$ cat src/rtl/mem_port_arbiter_if.sv
// Bundles the fetch (I), load/store (D) and memory-side signals of the
// unified memory port arbiter.
//   i_*  : instruction fetch request/response
//   d_*  : load/store request/response
//   m_*  : single outstanding memory bus transaction
// slave modport is the arbiter's view; master modport is the environment's view
// (requesters plus memory).
interface mem_port_arbiter_if;
    logic        i_req_i;
    logic [31:0] i_addr_i;
    logic        i_ready_o;
    logic        i_rvalid_o;
    logic [31:0] i_rdata_o;

    logic        d_req_i;
    logic        d_we_i;
    logic [31:0] d_addr_i;
    logic [31:0] d_wdata_i;
    logic [3:0]  d_wstrb_i;
    logic        d_ready_o;
    logic        d_rvalid_o;
    logic [31:0] d_rdata_o;

    logic        m_req_o;
    logic        m_we_o;
    logic [31:0] m_addr_o;
    logic [31:0] m_wdata_o;
    logic [3:0]  m_wstrb_o;
    logic        m_ready_i;
    logic        m_rvalid_i;
    logic [31:0] m_rdata_i;

    modport slave (
        input  i_req_i, i_addr_i,
        output i_ready_o, i_rvalid_o, i_rdata_o,
        input  d_req_i, d_we_i, d_addr_i, d_wdata_i, d_wstrb_i,
        output d_ready_o, d_rvalid_o, d_rdata_o,
        output m_req_o, m_we_o, m_addr_o, m_wdata_o, m_wstrb_o,
        input  m_ready_i, m_rvalid_i, m_rdata_i
    );

    modport master (
        output i_req_i, i_addr_i,
        input  i_ready_o, i_rvalid_o, i_rdata_o,
        output d_req_i, d_we_i, d_addr_i, d_wdata_i, d_wstrb_i,
        input  d_ready_o, d_rvalid_o, d_rdata_o,
        input  m_req_o, m_we_o, m_addr_o, m_wdata_o, m_wstrb_o,
        output m_ready_i, m_rvalid_i, m_rdata_i
    );
endinterface

$ cat src/rtl/mem_port_arbiter.sv
// Shares one memory port between instruction fetch (I) and load/store (D).
// One transaction outstanding at a time; D has priority, but after
// STARVE_LIMIT consecutive D grants with I waiting, I is forced through.
// Ports:
//   clk, reset   : clock, asynchronous active-low reset
//   bus          : I/D request/response and memory bus (slave modport)
//   busy_o       : registered, high whenever the FSM is not IDLE
//   spurious_o   : sticky flag, memory response seen outside RESP
// x_ready_o, x_rvalid_o and x_rdata_o are combinational; m_* are registered.
module mem_port_arbiter #(
    parameter int unsigned STARVE_LIMIT = 4
) (
    input  logic                clk,
    input  logic                reset,
    mem_port_arbiter_if.slave   bus,
    output logic                busy_o,
    output logic                spurious_o
);

    localparam int unsigned AW = 32;
    localparam int unsigned DW = 32;
    localparam int unsigned SW = 4;
    localparam int unsigned CW = 4;

    localparam logic [CW-1:0] STREAK_MAX = '1;
    localparam logic [CW-1:0] LIMIT      = CW'(STARVE_LIMIT);
    localparam logic          OWNER_I    = 1'b0;
    localparam logic          OWNER_D    = 1'b1;

    typedef enum logic [1:0] {
        IDLE = 2'd0,
        REQ  = 2'd1,
        RESP = 2'd2
    } state_t;

    state_t          state_q;
    state_t          state_d;
    logic            owner_q;
    logic [CW-1:0]   streak_q;
    logic            grant_i_c;
    logic            grant_d_c;
    logic            force_i_c;

    // State register
    always_ff @(posedge clk or negedge reset) begin
        if (!reset) begin
            state_q <= IDLE;
        end else begin
            state_q <= state_d;
        end
    end

    // Next state, grant decision and combinational handshake outputs
    always_comb begin
        state_d        = state_q;
        grant_i_c      = 1'b0;
        grant_d_c      = 1'b0;
        force_i_c      = 1'b0;
        bus.i_ready_o  = 1'b0;
        bus.d_ready_o  = 1'b0;
        bus.i_rvalid_o = 1'b0;
        bus.d_rvalid_o = 1'b0;
        bus.i_rdata_o  = bus.m_rdata_i;
        bus.d_rdata_o  = bus.m_rdata_i;

        case (state_q)
            IDLE: begin
                // I overrides D once D has won LIMIT times in a row while I waited
                force_i_c = bus.i_req_i && (STARVE_LIMIT != 0) && (streak_q >= LIMIT);
                if (bus.d_req_i && !force_i_c) begin
                    grant_d_c = 1'b1;
                end else if (bus.i_req_i) begin
                    grant_i_c = 1'b1;
                end
                bus.i_ready_o = grant_i_c;
                bus.d_ready_o = grant_d_c;
                if (grant_i_c || grant_d_c) begin
                    state_d = REQ;
                end
            end
            REQ: begin
                if (bus.m_ready_i) begin
                    state_d = RESP;
                end
            end
            RESP: begin
                if (bus.m_rvalid_i) begin
                    bus.i_rvalid_o = (owner_q == OWNER_I);
                    bus.d_rvalid_o = (owner_q == OWNER_D);
                    state_d        = IDLE;
                end
            end
            default: begin
                state_d = IDLE;
            end
        endcase
    end

    // Memory request registers, owner and starvation streak
    always_ff @(posedge clk or negedge reset) begin
        if (!reset) begin
            owner_q       <= OWNER_I;
            streak_q      <= '0;
            bus.m_req_o   <= 1'b0;
            bus.m_we_o    <= 1'b0;
            bus.m_addr_o  <= '0;
            bus.m_wdata_o <= '0;
            bus.m_wstrb_o <= '0;
        end else begin
            if (grant_d_c) begin
                owner_q       <= OWNER_D;
                bus.m_req_o   <= 1'b1;
                bus.m_we_o    <= bus.d_we_i;
                bus.m_addr_o  <= AW'(bus.d_addr_i);
                bus.m_wdata_o <= DW'(bus.d_wdata_i);
                bus.m_wstrb_o <= SW'(bus.d_wstrb_i);
                if (!bus.i_req_i) begin
                    streak_q <= '0;
                end else if (streak_q != STREAK_MAX) begin
                    streak_q <= streak_q + CW'(1);
                end
            end else if (grant_i_c) begin
                // Fetches are plain reads: no write data, no byte enables
                owner_q       <= OWNER_I;
                bus.m_req_o   <= 1'b1;
                bus.m_we_o    <= 1'b0;
                bus.m_addr_o  <= AW'(bus.i_addr_i);
                bus.m_wdata_o <= '0;
                bus.m_wstrb_o <= '0;
                streak_q      <= '0;
            end else if (state_q == REQ && bus.m_ready_i) begin
                bus.m_req_o <= 1'b0;
            end
        end
    end

    // Status flags
    always_ff @(posedge clk or negedge reset) begin
        if (!reset) begin
            busy_o     <= 1'b0;
            spurious_o <= 1'b0;
        end else begin
            busy_o <= (state_d != IDLE);
            if (bus.m_rvalid_i && state_q != RESP) begin
                spurious_o <= 1'b1;
            end
        end
    end

endmodule

$ cat src/flat_wrapper.sv
// flat-port wrapper written by rule: the top's interface ports become plain ports
module mem_port_arbiter_flat 
#(
    parameter int unsigned STARVE_LIMIT = 4
)
  (clk, reset, busy_o, spurious_o, bus_i_req_i, bus_i_addr_i, bus_i_ready_o, bus_i_rvalid_o, bus_i_rdata_o, bus_d_req_i, bus_d_we_i, bus_d_addr_i, bus_d_wdata_i, bus_d_wstrb_i, bus_d_ready_o, bus_d_rvalid_o, bus_d_rdata_o, bus_m_req_o, bus_m_we_o, bus_m_addr_o, bus_m_wdata_o, bus_m_wstrb_o, bus_m_ready_i, bus_m_rvalid_i, bus_m_rdata_i);
  mem_port_arbiter_if bus_i ();
  input  logic clk;
  input  logic reset;
  output logic busy_o;
  output logic spurious_o;
  input wire logic [$bits(bus_i.i_req_i)-1:0] bus_i_req_i;
  input wire logic [$bits(bus_i.i_addr_i)-1:0] bus_i_addr_i;
  output wire logic [$bits(bus_i.i_ready_o)-1:0] bus_i_ready_o;
  output wire logic [$bits(bus_i.i_rvalid_o)-1:0] bus_i_rvalid_o;
  output wire logic [$bits(bus_i.i_rdata_o)-1:0] bus_i_rdata_o;
  input wire logic [$bits(bus_i.d_req_i)-1:0] bus_d_req_i;
  input wire logic [$bits(bus_i.d_we_i)-1:0] bus_d_we_i;
  input wire logic [$bits(bus_i.d_addr_i)-1:0] bus_d_addr_i;
  input wire logic [$bits(bus_i.d_wdata_i)-1:0] bus_d_wdata_i;
  input wire logic [$bits(bus_i.d_wstrb_i)-1:0] bus_d_wstrb_i;
  output wire logic [$bits(bus_i.d_ready_o)-1:0] bus_d_ready_o;
  output wire logic [$bits(bus_i.d_rvalid_o)-1:0] bus_d_rvalid_o;
  output wire logic [$bits(bus_i.d_rdata_o)-1:0] bus_d_rdata_o;
  output wire logic [$bits(bus_i.m_req_o)-1:0] bus_m_req_o;
  output wire logic [$bits(bus_i.m_we_o)-1:0] bus_m_we_o;
  output wire logic [$bits(bus_i.m_addr_o)-1:0] bus_m_addr_o;
  output wire logic [$bits(bus_i.m_wdata_o)-1:0] bus_m_wdata_o;
  output wire logic [$bits(bus_i.m_wstrb_o)-1:0] bus_m_wstrb_o;
  input wire logic [$bits(bus_i.m_ready_i)-1:0] bus_m_ready_i;
  input wire logic [$bits(bus_i.m_rvalid_i)-1:0] bus_m_rvalid_i;
  input wire logic [$bits(bus_i.m_rdata_i)-1:0] bus_m_rdata_i;
  assign bus_i.i_req_i = bus_i_req_i;
  assign bus_i.i_addr_i = bus_i_addr_i;
  assign bus_i_ready_o = bus_i.i_ready_o;
  assign bus_i_rvalid_o = bus_i.i_rvalid_o;
  assign bus_i_rdata_o = bus_i.i_rdata_o;
  assign bus_i.d_req_i = bus_d_req_i;
  assign bus_i.d_we_i = bus_d_we_i;
  assign bus_i.d_addr_i = bus_d_addr_i;
  assign bus_i.d_wdata_i = bus_d_wdata_i;
  assign bus_i.d_wstrb_i = bus_d_wstrb_i;
  assign bus_d_ready_o = bus_i.d_ready_o;
  assign bus_d_rvalid_o = bus_i.d_rvalid_o;
  assign bus_d_rdata_o = bus_i.d_rdata_o;
  assign bus_m_req_o = bus_i.m_req_o;
  assign bus_m_we_o = bus_i.m_we_o;
  assign bus_m_addr_o = bus_i.m_addr_o;
  assign bus_m_wdata_o = bus_i.m_wdata_o;
  assign bus_m_wstrb_o = bus_i.m_wstrb_o;
  assign bus_i.m_ready_i = bus_m_ready_i;
  assign bus_i.m_rvalid_i = bus_m_rvalid_i;
  assign bus_i.m_rdata_i = bus_m_rdata_i;
  mem_port_arbiter #(.STARVE_LIMIT(STARVE_LIMIT)) u_core (.clk(clk), .reset(reset), .bus(bus_i), .busy_o(busy_o), .spurious_o(spurious_o));
endmodule
$ cat config.mk
export PLATFORM = sky130hd
export DESIGN_NAME = mem_port_arbiter_flat
export DESIGN_NICKNAME = d
export VERILOG_FILES = /design/src/rtl/mem_port_arbiter_if.sv /design/src/rtl/mem_port_arbiter.sv /design/src/flat_wrapper.sv
export SDC_FILE = /design/constraint.sdc
export NUM_CORES = 1
export LEC_CHECK = 0
export CORE_ASPECT_RATIO = 2
export CORE_MARGIN = 8
export CORE_UTILIZATION = 45
export DETAILED_ROUTE_END_ITERATION = 8
export DONT_BUFFER_PORTS = 1
export GPL_TIMING_DRIVEN = 0
export HOLD_SLACK_MARGIN = 0.08
export SYNTH_ARGS = -nofsm -noshare
export SYNTH_HDL_FRONTEND = slang
export SYNTH_SLANG_ARGS = --single-unit
$ cat constraint.sdc
create_clock -name clk -period 1.5 [get_ports clk]
set_input_delay 0.3 -clock clk [delete_from_list [all_inputs] [get_ports clk]]
set_output_delay 0.3 -clock clk [all_outputs]
set_load 0.02 [all_outputs]
==> qor.yml, run 1 <==
clock_network:
  numCtsBuffers: 9
  number_of_buffers_between_clock_root_and_the_deepest_sink: 2
  cts.reportedPaths.clkPinSlew_ns: 0.06
  cts.htree.levels: 3
  clockRootBuffer: "sky130_fd_sc_hd__clkbuf_16"
  cts_tree: "done"
  worst_skew_pair.late_latency_ns: 0.33
  cts_num_sinks: 79
pwr:
  irDropWorstVdd_mv: 1.16
  power.total_mw: 12.3
  power_leakage_nw: 2.65
  power_density_nw_per_um2: 2180
logic_synthesis:
  synth_top_cell_by_area: "sky130_fd_sc_hd__dfrtp_1"
  synth_compound_area_share_pct: 30.7
  largest_family_of_logic_cells_by_synthesized_area: "compound AO/OA/AOI/OAI gates"
  synth_sequential_area_ratio_pct: 48.0
  synth.avg_cell_area_um2: 11.2
  synth_fa_ha_area_share_pct: 0.304
  ys_async_sr_fraction_pct: 100
  synth-edff-count: 0
  synthXorXnorAreaFrac_pct: 0
  post_synth_and_or_nand_nor_area_fraction_pct: 2.13
  number_of_flip_flops_and_latches_in_the_synthesized_netlist: 79
  synth.distinct_cells: 33
  syn_nets: 509
  total_of_warnings_raised_by_yosys: 0
  netlist_instances: 369
  ys_dominant_reg_cell: "sky130_fd_sc_hd__dfrtp_1"
  cell_types_occupying_the_most_area_after_synthesis: "sky130_fd_sc_hd__dfrtp_1, sky130_fd_sc_hd__buf_4, sky130_fd_sc_hd__a22o_1, sky130_fd_sc_hd__a211o_1, sky130_fd_sc_hd__o21a_1"
  post-synth-top-area-fraction_pct: 48.0
  muxShareOfSynthArea_pct: 0
  netlist_area_um2: 4120
critical_path:
  timing.reg2reg.setup_slack_ns: -0.17
  capture_point_of_the_worst_path: "u_core.bus.m_addr_o[6]"
  cp_top_family: "flip-flops"
  cp_slowest_cell: "sky130_fd_sc_hd__dfrtp_2"
  critPathMaxStageDelay_ns: 0.44
  critPathKind: "register to register"
  endpoint_kind: "register"
  logic_depth_of_the_worst_path_buffers_included: 6
  worstPathMaxFanout: 6
  r2r-start: "u_core.state_q[1]"
  reg2reg_to: "u_core.bus.m_addr_o[6]"
  critPathLaunchType: "register"
  timing.critical_path.from: "u_core.state_q[1]"
  timing.reg2reg.worst_path_depth: 6
  critPathRequiredTime_ns: 1.72
  crit_buf_inv: 3
  worst_ep_arrival_time_ns: 1.89
  most_common_cell_on_crit_path: "sky130_fd_sc_hd__buf_12"
  timing.critical_path.cells: "or2_4, buf_12, buf_12, buf_8, o21a_1, a211o_1"
sta:
  report.final.hold_viol_count: 79
  hold-worst-slack_ns: -0.342
  min_period_ns: 1.67
  period_utilization_pct: 112
  max_freq_ghz: 0.597
  layout_setup_ws_ns: -0.175
  unrepaired_setup_endpoints_after_global_routing: "yes"
  finClkSkew_ns: 0.00666
  timing_worst_slew_pin_value_ns: 0.895
  timing.slew.headroom_pct: 40.3
  maxSlewViolCount: 0
  finalSetupViolCount: 36
placement:
  port-buffer-count: 0
  place_hpwl_um: 10200
  gpl.final_weighted_congestion: 0.739
  placed_cell_area_um2: 4250
final_layout:
  insertedDiodeCount: 0
  layout.core_utilization_pct: 63.0
  n_fill_cell: 735
  num-nets-final: 566
  area.growth.synth_to_final_pct: 36.9
  final_layout_size_suffix_gt1_share_pct: 40.8
  postLayoutCellArea_um2: 5640
grt:
  grt-ovfl-total: 0
  grt.total_usage_pct: 20.9
  first_global_vias: 3578
  grt_first_pass_wirelength_um: 20700
  grt_antenna_before_repair: 0
  grt_max_degree: 80
drt:
  route.detailed.wl_per_inst_um: 25.8
  vias_per_cell: 5.95
  vias: 3170
  final_antenna_net_count: 0
  drt_first_iter_violations: 77
  drt_pre_antenna_iters: 4
  routed_wirelength_um: 13800
  detail_route.drc_violations: 0
  met1_length_um: 4140
  route.top_layer_used: "met4"
  met3WireLength_um: 1440
  detailroute.wirelength.met2_um: 7760
outcome:
  status: "complete, but fails checks"
  failed_checks: "hold timing, setup timing"
floorplanning:
  pin_count: 279
  floorplan.core_area_um2: 8950
  initial_core_utilization_pct: 46.0
  die_y_um: 151
  die_area_um2: 12700
  placementRows: 49
  die_w_um: 83.7
run:
  drv.max_cap_violation_count: 0
hold_path:
  holdCritPathClass: "input pin to asynchronous set/reset pin"
what timing repair did:
item                       4_1_cts  5_1_grt
hold endpoints to repair       102       80
cloned                           5        0
pin swaps                       53       20
setup endpoints to repair       77       43
hold buffers                    22        1
setup buffers                   12        9
resized for setup               99       48
worst min-delay path by stage:
stage | end | slack [ns] | startpoint | cells past startpoint
after floorplan | u_core.bus.m_addr_o[0] | 0.004 | reset | 0
after global routing | u_core.bus.m_addr_o[3] | -0.36 | reset | 0
after detailed placement | u_core.bus.m_wdata_o[28] | 0.008 | reset | 0
final | u_core.bus.m_wdata_o[28] | -0.34 | reset | 0
after CTS | u_core.bus.m_wdata_o[28] | -0.36 | reset | 0
after global placement | u_core.bus.m_wdata_o[30] | 0.008 | reset | 0
cells by family (layout without fill, tap and decap cells):
family | count (synthesis) | count (layout)
compound gates | 145 | 145
buf+inv | 130 | 192
flops | 79 | 79
simple gates | 14 | 14
fa+ha+maj | 1 | 1
synth_stat cells (2+ instances only):
cell type / number
sky130_fd_sc_hd__buf_4: 64
sky130_fd_sc_hd__a22o_1: 39
sky130_fd_sc_hd__a2111oi_2: 5
sky130_fd_sc_hd__a2111oi_0: 26
sky130_fd_sc_hd__buf_2: 12
sky130_fd_sc_hd__o21ai_0: 2
sky130_fd_sc_hd__nor2_1: 4
sky130_fd_sc_hd__o21a_1: 32
sky130_fd_sc_hd__inv_1: 33
sky130_fd_sc_hd__clkbuf_1: 15
sky130_fd_sc_hd__dfrtp_1: 79
sky130_fd_sc_hd__a211o_1: 32
sky130_fd_sc_hd__buf_6: 5
sky130_fd_sc_hd__a21o_1: 2
state kept, by name (all words and copies together) (netlist names):
name                  count
u_core.bus.m_addr_o      32
u_core.bus.m_we_o         1
u_core.bus.m_wstrb_o      4
u_core.bus.m_req_o        1
u_core.owner_q            1
u_core.bus.m_wdata_o     32
u_core.busy_o             1
u_core.streak_q           4
u_core.spurious_o         1
u_core.state_q            2
through the flow:
step	instances	setup slack (ns)	setup TNS, ns
after floorplan	369	0.00526	0
after global placement	471	-0.357	-16.04
after detailed placement	471	-0.371	-17.24
after CTS	526	-0.198	-2.89
after global routing	533	-0.217	-5.72
final	533	-0.175	-4.12
placed cells by master, fill, tap and decap left out, types with 5 or more instances in the layout:
cell                            instances
sky130_fd_sc_hd__buf_4                 76
sky130_fd_sc_hd__dfrtp_1               76
sky130_fd_sc_hd__a22o_1                39
sky130_fd_sc_hd__inv_1                 33
sky130_fd_sc_hd__o21a_1                32
sky130_fd_sc_hd__a211o_1               32
sky130_fd_sc_hd__dlygate4sd3_1         23
sky130_fd_sc_hd__a2111oi_2             17
sky130_fd_sc_hd__a2111oi_4             15
sky130_fd_sc_hd__buf_6                 13
sky130_fd_sc_hd__clkbuf_16              9
sky130_fd_sc_hd__buf_12                 7
sky130_fd_sc_hd__clkbuf_1               6
sky130_fd_sc_hd__buf_2                  5
sky130_fd_sc_hd__clkbuf_2               5
cell type report:
type	count	area, um2	share of cell area (%)
Clock inverter	6	92.6	1.64
Multi-Input combinational cell	160	1770	31.4
Timing Repair Buffer	46	543	9.63
Clock buffer	10	239	4.24
Inverter	34	128	2.26
Sequential cell	79	1980	35.1
Buffer	96	759	13.5
Tap cell	102	128	2.26
report_power, final:
group          internal (mW)  total (mW)  switching [mW]
sequential              3.06        4.91            1.85
combinational           2.81        5.02            2.21
clock                   1.51        2.39           0.881
total                   7.38        12.3            4.94
layer usage:
metal / track usage (%) / vias up
li1: - / 1404
met1: 19.1 / 1535
met2: 38.1 / 204
met3: 9.42 / 27
met4: 9.65 / 0
met5: 0 / -
worst reg2reg max path, cell delays in order, from the launching register on:
cell and delay [ns]:
sky130_fd_sc_hd__dfrtp_2 0.44, sky130_fd_sc_hd__or2_4 0.29, sky130_fd_sc_hd__buf_12 0.15, sky130_fd_sc_hd__buf_12 0.13, sky130_fd_sc_hd__buf_8 0.12, sky130_fd_sc_hd__o21a_1 0.17
sky130_fd_sc_hd__a211o_1 0.26
(Power assumes the default switching activity.)
==> run 2: changes to the inputs <==
--- a/config.mk
+++ b/config.mk
@@ -7,11 +7,11 @@
 export LEC_CHECK = 0
 export CORE_ASPECT_RATIO = 2
 export CORE_MARGIN = 8
-export CORE_UTILIZATION = 45
+export CORE_UTILIZATION = 33
 export DETAILED_ROUTE_END_ITERATION = 8
-export DONT_BUFFER_PORTS = 1
 export GPL_TIMING_DRIVEN = 0
 export HOLD_SLACK_MARGIN = 0.08
+export PLACE_DENSITY = 0.78
 export SYNTH_ARGS = -nofsm -noshare
 export SYNTH_HDL_FRONTEND = slang
 export SYNTH_SLANG_ARGS = --single-unit
==> qor.yml, run 2 (synthesized netlist as in run 1, its figures left out) <==
critical_path:
  worst_ep_arrival_time_ns: 1.46
  critPathRequiredTime_ns: 1.20
  critPathKind: "register to output port"
  critPathLaunchType: "register"
  crit_buf_inv: 4
  cp_top_family: "buffers and inverters"
  most_common_cell_on_crit_path: "sky130_fd_sc_hd__buf_6"
  worstPathMaxFanout: 3
  timing.critical_path.cells: "buf_4, nor2_4, o211a_1, buf_6, buf_8, buf_6"
  critPathMaxStageDelay_ns: 0.38
  endpoint_kind: "output port"
  cp_slowest_cell: "sky130_fd_sc_hd__dfrtp_1"
placement:
  gpl.final_weighted_congestion: 0.827
  placed_cell_area_um2: 6790
  port-buffer-count: 245
  place_hpwl_um: 12000
  dpl.cell_count: 765
floorplanning:
  floorplan.core_area_um2: 12400
  pin_count: 279
  placementRows: 58
  die_w_um: 95.0
  initial_core_utilization_pct: 33.2
  die_area_um2: 16500
  die_y_um: 174
grt:
  grt-ovfl-total: 0
  grt.total_usage_pct: 19.8
  grt_antenna_before_repair: 0
  grt_first_pass_wirelength_um: 25500
  grt_max_degree: 50
  first_global_vias: 4424
sta:
  finalSetupViolCount: 75
  period_utilization_pct: 118
  timing.slew.headroom_pct: 48.0
  unrepaired_setup_endpoints_after_global_routing: "yes"
  maxSlewViolCount: 0
  setup-tns-final_ns: -4.85
  min_period_ns: 1.76
  layout_setup_ws_ns: -0.263
  finClkSkew_ns: 0.00571
  max_freq_ghz: 0.567
  hold-worst-slack_ns: 0.459
  timing_worst_slew_pin_value_ns: 0.780
  report.final.hold_viol_count: 0
clock_network:
  worst_skew_pair.late_latency_ns: 0.33
  cts_tree: "done"
  number_of_buffers_between_clock_root_and_the_deepest_sink: 2
  numCtsBuffers: 9
  cts.htree.levels: 3
  clockRootBuffer: "sky130_fd_sc_hd__clkbuf_16"
  cts.reportedPaths.clkPinSlew_ns: 0.06
  cts_num_sinks: 79
drt:
  routed_wirelength_um: 17200
  final_antenna_net_count: 0
  drt_pre_antenna_iters: 4
  drt_first_iter_violations: 116
  detail_route.drc_violations: 0
  vias_per_cell: 5.06
  route.detailed.wl_per_inst_um: 21.4
  vias: 4061
outcome:
  status: "complete, but fails checks"
  failed_checks: "setup timing"
pwr:
  irDropWorstVdd_mv: 1.02
  power_leakage_nw: 3.71
  power_density_nw_per_um2: 1770
final_layout:
  final_layout_size_suffix_gt1_share_pct: 27.4
  num-nets-final: 789
  layout.core_utilization_pct: 63.3
  post_layout_nonfiller_instances: 803
  layout.cells.most_common_list: "sky130_fd_sc_hd__clkdlybuf4s50_1, sky130_fd_sc_hd__dfrtp_1, sky130_fd_sc_hd__buf_4"
  insertedDiodeCount: 0
  area.growth.synth_to_final_pct: 90.6
  commonest_non_fill_non_tap_cell_in_the_layout: "sky130_fd_sc_hd__clkdlybuf4s50_1"
  largestRegisters: "u_core.bus.m_addr_o x32, u_core.bus.m_wdata_o x32"
  postLayoutCellArea_um2: 7860
run:
  drv.max_cap_violation_count: 0
hold_path:
  holdCritPathClass: "input pin to asynchronous set/reset pin"
run 2: report_power, final:
part	internal (mW)	leakage (nW)	switching, mW
Combinational	3.93	2.57	3.95
Clock	1.44	0.151	0.885
Sequential	3.07	0.988	0.588
Total	8.45	3.71	5.43
run 2: final timing paths:
| check | from | endpoint | slack [ns] | cells after the start |
|---|---|---|---|---|
| max | u_core.streak_q[3] | bus_d_ready_o | -0.26 | 6 |
| min | reset | u_core.spurious_o | 0.46 | 2 |
| max reg2reg | u_core.state_q[1] | u_core.bus.m_addr_o[15] | -0.17 | 7 |
| min reg2reg | u_core.spurious_o | u_core.spurious_o | 0.46 | 1 |
| max in group asynchronous | reset | u_core.bus.m_addr_o[10] | 0.45 | 3 |
| min in group clk | u_core.spurious_o | u_core.spurious_o | 0.46 | 1 |
run 2: worst reg2reg max path, delay by kind of cell, from the launching register on:
family,cells,cell delay [ns]
compound gates,2,0.35
simple gates,1,0.33
buf+inv,4,0.50
flops,1,0.44
run 2: repair_timing:
| action | CTS | global route |
|---|---|---|
| hold buffers | 1 | 0 |
| buffers inserted | 11 | 12 |
| pin swaps | 80 | 15 |
| resized for setup | 210 | 41 |
| endpoints found under the hold margin | 30 | 0 |
| endpoints found under the setup margin | 153 | 81 |
| gates cloned | 6 | 0 |
run 2: final cells by class:
type                    instances  area [um2]
well taps                     150         188
inverters                      34         128
clock buffers                   9         225
fillers                       974        4550
repair buffers                272        2740
flip-flops and latches         79        1980
multi-input cells             160        1760
plain buffers                  93         749
clock inverters                 6        86.3
run 2: through the flow:
step,setup slack (ns),power (mW)
after floorplan,0.00526,7.25
after detailed placement,-1.03,10.4
after global placement,-2.74,10.2
after CTS,-0.286,13.8
after global routing,-0.302,14.6
final,-0.263,13.9
run 2: routing by layer:
metal / vias up / global-route usage [%] / routed length (um)
met5: - / 0 / 0
met2: 222 / 32.6 / 8310
met1: 1964 / 22.9 / 6710
met4: 0 / 5.70 / 349
li1: 1854 / - / -
met3: 21 / 7.87 / 1830
==> run 3: changes to the inputs <==
--- a/config.mk
+++ b/config.mk
@@ -7,11 +7,12 @@
 export LEC_CHECK = 0
 export CORE_ASPECT_RATIO = 2
 export CORE_MARGIN = 8
-export CORE_UTILIZATION = 33
+export CORE_UTILIZATION = 45
 export DETAILED_ROUTE_END_ITERATION = 8
+export DONT_BUFFER_PORTS = 1
 export GPL_TIMING_DRIVEN = 0
 export HOLD_SLACK_MARGIN = 0.08
-export PLACE_DENSITY = 0.78
 export SYNTH_ARGS = -nofsm -noshare
 export SYNTH_HDL_FRONTEND = slang
 export SYNTH_SLANG_ARGS = --single-unit
+export TNS_END_PERCENT = 20
==> qor.yml, run 3 (synthesized netlist as in run 1, its figures left out) <==
outcome:
  status: "complete, but fails checks"
  failed_checks: "hold timing, setup timing"
critical_path:
  timing.reg2reg.setup_slack_ns: -0.12
  timing.reg2reg.worst_path_depth: 5
  critPathKind: "register to output port"
  worstPathMaxFanout: 3
  crit_buf_inv: 0
  cp_top_family: "simple AND/OR/NAND/NOR gates"
  critPathLaunchType: "register"
  r2r-start: "u_core.state_q[0]"
  endpoint_kind: "output port"
  timing.critical_path.cells: "or3b_4, and3_4"
  critPathRequiredTime_ns: 1.20
  worst_ep_arrival_time_ns: 1.37
  cp_slowest_cell: "sky130_fd_sc_hd__dfrtp_2"
  reg2reg_to: "u_core.bus.m_addr_o[13]"
  critPathMaxStageDelay_ns: 0.43
drt:
  route.detailed.wl_per_inst_um: 25.8
  drt_first_iter_violations: 101
  final_antenna_net_count: 0
  vias: 3134
  detail_route.drc_violations: 0
  vias_per_cell: 5.98
  routed_wirelength_um: 13500
  drt_pre_antenna_iters: 4
sta:
  min_period_ns: 1.67
  layout_setup_ws_ns: -0.169
  max_freq_ghz: 0.599
  period_utilization_pct: 111
  report.final.hold_viol_count: 79
  timing.slew.headroom_pct: 50.9
  unrepaired_setup_endpoints_after_global_routing: "yes"
  finalSetupViolCount: 39
  finClkSkew_ns: 0.00657
  maxSlewViolCount: 0
  timing_worst_slew_pin_value_ns: 0.737
  hold-worst-slack_ns: -0.344
final_layout:
  layout.cells.most_common_list: "sky130_fd_sc_hd__dfrtp_1, sky130_fd_sc_hd__buf_4, sky130_fd_sc_hd__a22o_1"
  num-nets-final: 557
  final_layout_size_suffix_gt1_share_pct: 36.7
  postLayoutCellArea_um2: 5390
  multi_input_area_um2: 1620
  commonest_non_fill_non_tap_cell_in_the_layout: "sky130_fd_sc_hd__dfrtp_1"
  area.growth.synth_to_final_pct: 30.8
  n_fill_cell: 754
  largestRegisters: "u_core.bus.m_addr_o x32, u_core.bus.m_wdata_o x32"
  insertedDiodeCount: 0
  area_taken_by_flip_flops_and_latches_um2: 1980
grt:
  grt.total_usage_pct: 20.1
  grt_antenna_before_repair: 0
  grt-ovfl-total: 0
  grt_max_degree: 80
  grt_first_pass_wirelength_um: 20100
  first_global_vias: 3480
floorplanning:
  die_w_um: 83.7
  floorplan.core_area_um2: 8950
  pin_count: 279
  placementRows: 49
  die_area_um2: 12700
  initial_core_utilization_pct: 46.0
  die_y_um: 151
placement:
  gpl.final_weighted_congestion: 0.739
  place_hpwl_um: 10200
  port-buffer-count: 0
  placed_cell_area_um2: 4250
clock_network:
  clockRootBuffer: "sky130_fd_sc_hd__clkbuf_16"
  cts_num_sinks: 79
  worst_skew_pair.late_latency_ns: 0.33
  cts_tree: "done"
  numCtsBuffers: 9
  cts.htree.levels: 3
  cts.reportedPaths.clkPinSlew_ns: 0.06
  number_of_buffers_between_clock_root_and_the_deepest_sink: 2
pwr:
  irDropWorstVdd_mv: 1.14
  power_density_nw_per_um2: 2190
  power_leakage_nw: 2.59
  power.total_mw: 11.8
hold_path:
  holdCritPathClass: "input pin to asynchronous set/reset pin"
run:
  drv.max_cap_violation_count: 0
[run 3: cell types whose count changed in the layout (fill, tap and decap cells not counted), moves of 3 or more]
| cell | before | now |
|---|---|---|
| sky130_fd_sc_hd__clkdlybuf4s50_1 | 167 | 0 |
| sky130_fd_sc_hd__dlygate4sd2_1 | 73 | 0 |
| sky130_fd_sc_hd__dlygate4sd3_1 | 1 | 23 |
| sky130_fd_sc_hd__buf_6 | 16 | 5 |
| sky130_fd_sc_hd__a2111oi_1 | 1 | 8 |
| sky130_fd_sc_hd__a2111oi_4 | 16 | 9 |
| sky130_fd_sc_hd__clkbuf_1 | 3 | 7 |
| sky130_fd_sc_hd__buf_12 | 6 | 3 |
| sky130_fd_sc_hd__buf_8 | 6 | 3 |
[run 3: repair_timing]
item	4_1_cts	5_1_grt
hold endpoints to repair	102	80
endpoints found under the setup margin	77	39
pin swaps	38	20
buffers inserted	6	2
gates cloned	3	3
resized for setup	66	42
hold buffers	22	1
[run 3: per-layer routing]
layer / part of all wire (%) / up-vias / global-route usage (%)
met2: 56 / 193 / 36.3
met4: 2.7 / 0 / 9.13
met1: 31 / 1524 / 18.7
met3: 10 / 25 / 9.21
met5: 0 / - / 0
li1: - / 1392 / -
[run 3: where the power goes]
part | total [mW] | switching, mW | internal [mW]
clock | 2.40 | 0.888 | 1.51
combinational | 4.52 | 1.98 | 2.54
sequential | 4.90 | 1.84 | 3.06
[run 3: area by class of cell]
class	instances	share of cell area (%)
buffer	96	13.8
clock buffer	10	4.43
clock inverter	6	1.72
inverter	34	2.37
multi-input combinational	160	30.1
sequential	79	36.8
tap	102	2.37
timing repair buffer	37	8.40
[run 3: how the worst max path moves through the flow]
stage	start	endpoint	slack, ns	cells past startpoint
detailed placement	u_core.streak_q[3]	u_core.bus.m_addr_o[22]	-0.37	5
finish	u_core.streak_q[2]	bus_i_ready_o	-0.17	2
global route	u_core.streak_q[2]	bus_i_ready_o	-0.22	2
floorplan	u_core.state_q[0]	bus_i_rvalid_o	0.005	2
global placement	u_core.streak_q[3]	u_core.bus.m_addr_o[22]	-0.36	5
CTS	u_core.state_q[0]	bus_i_rvalid_o	-0.20	2
[run 3: metrics by stage]
stage	hold WS [ns]	utilization, %	TNS (ns)	worst slack, ns	cells
2_1_floorplan	0.00441	-	0	0.00526	369
3_3_place_gp	0.00766	47.5	-16.04	-0.357	471
3_5_place_dp	0.00754	47.5	-17.24	-0.371	471
4_1_cts	-0.356	57.6	-2.72	-0.198	518
5_1_grt	-0.363	60.2	-4.64	-0.216	524
6_report	-0.344	60.2	-2.59	-0.169	524
